`src/rtl/trdb_branch_map_decoder.sv`:
```
// Unpacks a trace packet's branch map into a per-branch taken/not-taken stream, then its address.
// Latency: first branch or address is valid one cycle after the packet is accepted.
// Backpressure: one packet in flight; outputs hold while br_ready_i/addr_ready_i are low.
module trdb_branch_map_decoder #(
    parameter int BRANCH_MAP_LEN = 30,
    parameter int XLEN           = 32
) (
    input  logic                      clk_i,
    input  logic                      rst_i,
    input  logic                      pkt_valid_i,
    output logic                      pkt_ready_o,
    input  logic [1:0]                format_i,
    input  logic [4:0]                branches_i,
    input  logic [BRANCH_MAP_LEN-1:0] branch_map_i,
    input  logic [XLEN-1:0]           address_i,
    output logic                      br_valid_o,
    input  logic                      br_ready_i,
    output logic                      br_taken_o,
    output logic                      br_last_o,
    output logic                      addr_valid_o,
    input  logic                      addr_ready_i,
    output logic [XLEN-1:0]           addr_o,
    output logic [1:0]                addr_fmt_o,
    output logic                      err_o
);

    localparam logic [1:0] S_IDLE   = 2'd0;
    localparam logic [1:0] S_BRANCH = 2'd1;
    localparam logic [1:0] S_ADDR   = 2'd2;

    localparam logic [1:0] FMT_OPT_EXT = 2'd0;
    localparam logic [1:0] FMT_DIFF    = 2'd1;
    localparam logic [1:0] FMT_ADDR    = 2'd2;
    localparam logic [1:0] FMT_SYNC    = 2'd3;

    localparam logic [4:0] MAP_LAST_IDX = 5'(BRANCH_MAP_LEN - 1);
    localparam logic [5:0] MAP_LEN_W    = 6'(BRANCH_MAP_LEN);

    logic [1:0]                r_state;
    logic [4:0]                r_idx;
    logic [4:0]                r_last_idx;
    logic                      r_has_addr;
    logic [BRANCH_MAP_LEN-1:0] r_map;
    logic [XLEN-1:0]           r_addr;
    logic [1:0]                r_fmt;
    logic                      r_err;

    logic                      w_map_full;
    logic                      w_over;
    logic [4:0]                w_last_idx_in;
    logic                      w_br_at_last;

    // branches_i == 0 means the map is completely full and no address follows.
    assign w_map_full    = (branches_i == 5'd0);
    assign w_over        = ({1'b0, branches_i} > MAP_LEN_W);
    assign w_last_idx_in = (w_map_full || w_over) ? MAP_LAST_IDX : (branches_i - 5'd1);
    assign w_br_at_last  = (r_idx == r_last_idx);

    always_ff @(posedge clk_i) begin
        if (rst_i) begin
            r_state    <= S_IDLE;
            r_idx      <= 5'd0;
            r_last_idx <= 5'd0;
            r_has_addr <= 1'b0;
            r_map      <= '0;
            r_addr     <= '0;
            r_fmt      <= 2'd0;
            r_err      <= 1'b0;
        end else begin
            r_err <= 1'b0;
            case (r_state)
                S_IDLE: begin
                    if (pkt_valid_i) begin
                        r_fmt  <= format_i;
                        r_map  <= branch_map_i;
                        r_addr <= address_i;
                        r_idx  <= 5'd0;
                        case (format_i)
                            FMT_DIFF: begin
                                r_last_idx <= w_last_idx_in;
                                r_has_addr <= !w_map_full;
                                r_err      <= w_over;
                                r_state    <= S_BRANCH;
                            end
                            FMT_ADDR, FMT_SYNC: begin
                                r_has_addr <= 1'b1;
                                r_state    <= S_ADDR;
                            end
                            FMT_OPT_EXT: begin
                                r_err <= 1'b1;
                            end
                            default: begin
                                r_err <= 1'b1;
                            end
                        endcase
                    end
                end
                S_BRANCH: begin
                    if (br_ready_i) begin
                        if (w_br_at_last) begin
                            r_idx   <= 5'd0;
                            r_state <= r_has_addr ? S_ADDR : S_IDLE;
                        end else begin
                            r_idx <= r_idx + 5'd1;
                        end
                    end
                end
                S_ADDR: begin
                    if (addr_ready_i) begin
                        r_state <= S_IDLE;
                    end
                end
                default: begin
                    r_state <= S_IDLE;
                end
            endcase
        end
    end

    // Ready is gated by reset so it is low for the whole time reset is held.
    assign pkt_ready_o  = (r_state == S_IDLE) && !rst_i;
    assign br_valid_o   = (r_state == S_BRANCH);
    assign br_taken_o   = br_valid_o && !r_map[r_idx];
    assign br_last_o    = br_valid_o && w_br_at_last;
    assign addr_valid_o = (r_state == S_ADDR);
    assign addr_o       = r_addr;
    assign addr_fmt_o   = r_fmt;
    assign err_o        = r_err;

endmodule

```
`config.mk`:
```
export PLATFORM = sky130hd
export DESIGN_NAME = trdb_branch_map_decoder
export DESIGN_NICKNAME = d
export VERILOG_FILES = /design/src/rtl/trdb_branch_map_decoder.sv
export SDC_FILE = /design/constraint.sdc
export NUM_CORES = 1
export LEC_CHECK = 0
export ABC_AREA = 0
export CAP_MARGIN = 10
export CORE_ASPECT_RATIO = 0.7
export CORE_MARGIN = 2
export CORE_UTILIZATION = 41
export DETAILED_ROUTE_END_ITERATION = 10
export GPL_TIMING_DRIVEN = 0
export HOLD_SLACK_MARGIN = 0.05
export PLACE_DENSITY = 0.83
export REMOVE_ABC_BUFFERS = 1
export SYNTH_ARGS = -nofsm -noshare
export SYNTH_HDL_FRONTEND = slang
export SYNTH_SLANG_ARGS = --single-unit
export TNS_END_PERCENT = 5
```
`constraint.sdc`:
```
create_clock -name clk_i -period 1.7 [get_ports clk_i]
set_clock_uncertainty 0.2 [all_clocks]
set_input_delay 0.255 -clock clk_i [delete_from_list [all_inputs] [get_ports clk_i]]
set_output_delay 0.255 -clock clk_i [all_outputs]
set_load 0.05 [all_outputs]
```
### Yosys cells after proc, flatten, opt, wreduce, memory -nomap -nowiden

Cells that the tools add are included.
Widths: inputs -> output; s select.

| storage, ports and cells | value |
|---|---|
| input port bits | 74 |
| word-level logic and storage cells | 60 |
| register bits after elaboration | 78 |
| output and inout port bits | 40 |

| cells by class | value |
|---|---|
| reduce and logical (&&, ||, !) cells | 19 |
| $add $sub $neg | 2 |
| equality and inequality tests | 11 |
| multiplexer cells | 16 |
| $lt $le $gt $ge | 2 |
| bitwise gates (word level) | 2 |

Operator list:

| kind | number |
|---|---|
| $mux 5 | 4 |
| $mux 2 | 5 |
| $pmux 5 s2 | 1 |
| $reduce_and 3->1 | 3 |
| $eq 2x2->1 const B | 3 |
| $lt 5x6->1 const B | 1 |
| $ne 2x1->1 const B | 3 |
| $pmux 2 s3 | 1 |
| $add 5x1->5 const B | 1 |
| $bmux 1 s5 | 1 |
| $eq 5x5->1 | 1 |
| $gt 5x5->1 const B | 1 |
| $logic_not 5->1 | 1 |
| $reduce_and 5->1 | 1 |
| $sub 5x1->5 const B | 1 |
| $eq 2x1->1 const B | 2 |
| $logic_not 2->1 | 2 |
| $pmux 1 s2 | 2 |
| $pmux 2 s2 | 1 |
| $reduce_bool 2->1 | 2 |
| $logic_and 1x1->1 | 3 |
| $logic_not 1->1 | 3 |
| $ne 3x1->1 const B | 1 |
| $reduce_or 3->1 | 1 |
| 6 further kinds | 7 |

### Depth between registers and ports, before layout

| depth | value |
|---|---|
| depth in word-level cells | 5 |
| mapped depth | 6 |
| gate-level depth less buffers | 6 |

### Least setup slack after synthesis

OpenSTA, ideal clock, no wires.

| timing path | value |
|---|---|
| kind | reg-to-output |
| start point | register r_idx[0] |
| end point | output port br_taken_o |
| required time | 1245 ps |
| buffers on the path | 1 |
| arrival time | 1967 ps |
| stages on the path, launching flop included | 5 |
| slack | -722 ps |
| cell sequence | dfxtp_1 buf_2 mux4_2 a21o_1 a21oi_1 |

| between the ends | value |
|---|---|
| cells in the longest elaborated chain, start to end | 4 |

Ends and longest elaborated chain:

| element | RTL line | RTL |
|---|---|---|
| start, declared | 40 | `logic [4:0] r_idx;` |
| start signal, assigned | 104 | `r_idx <= r_idx + 5'd1;` |
| $bmux 1 s5 | 123 | `assign br_taken_o = br_valid_o && !r_map[r_idx];` |
| $mux 1 (not written as such) | 123 |  |
| $logic_not 1->1 | 123 |  |
| $logic_and 1x1->1 | 123 |  |
| end, declared | 18 | `output logic br_taken_o,` |

Every way passes these cells. The select of a mux whose other input is x is not followed.

### Worst setup path after layout

| timing path | value |
|---|---|
| start point | register r_idx[2] |
| end point | output port br_taken_o |

The elaborated chain is that of the path after synthesis.

==> impl_metrics.py <==
metrics = {
    "finish": {
        "final_util": 0.6379,
        "fin_cells": 622,
        "syn_to_final_growth_pct": 50.96,
        "nets": 593,
        "fillCellCount": 657,
        "final_cell_area_um2": 5000,
        "insertedDiodeCount": 0,
        "drive_gt1_frac": 0.1286,
    },
    "worst_setup_path": {
        "crit_family": "multiplexers",
        "crit_fanout": 6,
        "max_stage_delay_ns": 0.48,
        "crit_type": "flip-flop to output pin",
        "cp_data_required_time_ns": 1.24,
        "start_kind": "flip-flop",
        "endpoint_kind": "output pin",
        "crit_chain": "mux2i_1, mux4_2, a222oi_1, a21oi_1, buf_4",
        "worst_ep_arrival_time_ns": 2.08,
        "path_buf_inv": 1,
        "cp_slowest_cell": "mux4_2",
    },
    "global_route": {
        "grt_max_degree": 45,
        "grt_pass1_wl_mm": 14.31,
        "grt_usage": 0.1991,
        "overflow": 0,
        "antenna_found_initial": 0,
        "grt_pass1_vias": 3019,
    },
    "sta": {
        "finalMaxSlewViolations": 0,
        "worst_slew_pin_slew_ns": 0.5196,
        "finalHoldViolations": 0,
        "min_period_ns": 2.538,
        "fmax_mhz": 394.0,
        "setup_viol": 2,
        "fin_crit_sh": 1.493,
        "grt_setup_unrepaired": "true",
        "slew_headroom": 0.6550,
        "fin_ws_ns": -0.8381,
    },
    "logic_synthesis": {
        "synth_top_area_cell": "dfxtp_1",
        "ys_warn_count": 0,
        "synth-compound-area-share": 0.1538,
        "ys_ff_latch": 78,
        "netlist_area_um2": 3312,
        "synthArstFlopShare": 0,
        "synth_top_family_by_area": "simple AND/OR/NAND/NOR gates",
        "muxShareOfSynthArea": 0.07178,
        "synthSimpleGateAreaFrac": 0.2108,
        "synthAdderAreaFrac": 0.01133,
        "ys_types": 39,
        "netlist_instances": 406,
        "synthXorXnorAreaFrac": 0.02645,
        "yosys-top-cells-count": "134 x nand2_1, 78 x dfxtp_1, 70 x a21oi_1",
        "synth_edf_count": 0,
        "synth_top_area_frac": 0.4715,
        "synth-main-ff-cell": "dfxtp_1",
        "yosys-top-cells-area": "dfxtp_1 47%, nand2_1 15%, a21oi_1 11%",
        "synth.most_common_cell": "nand2_1",
        "syn_area_per_cell_um2": 8.157,
        "ys_seq_area_frac": 0.4715,
    },
    "place": {
        "dp_hpwl_mm": 6.097,
        "place_ws_ns": -1.537,
        "place_area_um2": 4501,
        "placed_cells": 595,
        "place.gp.congestion": 0.7895,
        "port_buffers": 113,
    },
    "run": {
        "cap_violations": 0,
    },
    "clock_tree": {
        "cts-root-buf": "clkbuf_16",
        "cts_buffers": 9,
        "numClockSinks": 78,
        "cts.clk_slew.worst_paths_ns": 0.06,
        "clk_latency_ns": 0.32,
        "clockBufferDepth": 2,
        "cts_tree": "done",
        "ctsHtreeMaxLevel": 3,
    },
    "routing": {
        "dr.pass1.iters": 5,
        "via_per_inst": 5.105,
        "drt-wirelength-per-cell_um": 14.46,
        "drt_iter0_markers": 132,
        "drtAntennaViolNets": 0,
        "num_vias": 3175,
        "wirelength_mm": 8.992,
        "drc": 0,
    },
    "status": {
        "status": "complete, but fails checks",
        "violations": "negative setup slack",
    },
    "hold_path": {
        "holdCritPathClass": "primary input to flip-flop",
    },
    "die": {
        "die_h_um": 79.20,
        "row_count": 27,
        "start_util": 0.4226,
        "die_w_um": 111.4,
        "dieArea_um2": 8824,
        "ios": 114,
        "coreArea_um2": 7838,
    },
    "power": {
        "leakagePower_nw": 1.946,
        "p_per_area_nw_per_um2": 999.2,
        "peakVddDrop_v": 0.0007525,
    },
}
placed cells by master, fill, tap and decap left out, drive strengths merged, types with 3 or more instances in the layout:
cell type	synthesis	final
clkbuf	17	11
a21oi	70	70
nand3	4	4
clkdlybuf4s50	0	69
nand2	134	134
dfxtp	78	78
nor2b	4	4
a211oi	9	9
clkinv	0	3
clkdlybuf4s15	0	10
nor2	8	8
dlygate4sd2	0	26
mux2i	14	14
buf	14	20
xnor2	10	10
mux4	4	4
inv	7	7
nor3	6	6
ha	3	3
power by group:
group | internal (W) | switching, W | total [W]
Combinational | 0.000409 | 0.000552 | 0.000961
Sequential | 0.00194 | 0.0000851 | 0.00203
Clock | 0.00128 | 0.000723 | 0.00201
state kept, by name, summed over array words and instances, names as in the netlist:
name,flops
addr_o,32
r_map,30
r_idx,5
r_last_idx,5
addr_fmt_o,2
r_state,2
err_o,1
r_has_addr,1
path summary, 6_finish.rpt:
kind	start	to	slack, ns	cells after the start
hold / removal	rst_i	addr_o[2]	0.15	2
setup / recovery	r_idx[2]	br_taken_o	-0.84	5
hold reg to reg	addr_o[23]	addr_o[23]	0.25	2
setup reg to reg	r_idx[2]	r_state[1]	0	5
per-stage QoR:
stage	setup TNS, ns	power (W)	hold slack (ns)
3_5_place_dp	-49.76	0.002998	0.2456
2_1_floorplan	-196.68	0.002555	0.1241
5_1_grt	-1.744	0.005214	0.1589
4_1_cts	-2.211	0.004999	0.1446
3_3_place_gp	-364.71	0.002961	0.2409
6_report	-1.214	0.004996	0.1461
worst register-to-register path: cells and delay by family (launching register included):
kind	cells	cell delay, ns
flops	1	0.39
buf+inv	1	0.18
simple gates	2	0.52
xor+xnor	1	0.13
compound gates	1	0.18
area by class of cell:
type	count	area, µm²	share of cell area
multi-input combinational	291	1677	0.3353
clock buffer	10	229.0	0.04580
clock inverter	6	86.33	0.01727
inverter	7	26.28	0.005255
timing repair buffer	129	1275	0.2550
tap	101	126.4	0.02528
sequential	78	1580	0.3161
metal layers:
metal / GRT usage / vias up / share of wire
met2: 0.3220 / 110 / 0.47
met4: 0.03704 / 0 / 0.0028
li1: - / 1582 / -
met5: 0 / - / 0
met3: 0.09542 / 2 / 0.099
met1: 0.2457 / 1481 / 0.43
cells by family after synthesis:
logic type | count (synthesis)
flip-flops | 78
XOR/XNOR | 10
multiplexers | 18
AND/OR/NAND/NOR | 168
buffers and inverters | 38
AO/OA/AOI/OAI | 91
adder cells (fa/ha/maj) | 3
timing repair:
item	CTS	global route
resized for setup	95	29
setup endpoints to repair	118	86
cloned	0	1
pin swaps	4	4
hold endpoints to repair	0	1
hold buffers	0	1
buffers inserted	4	5
(Power assumes the default switching activity.)
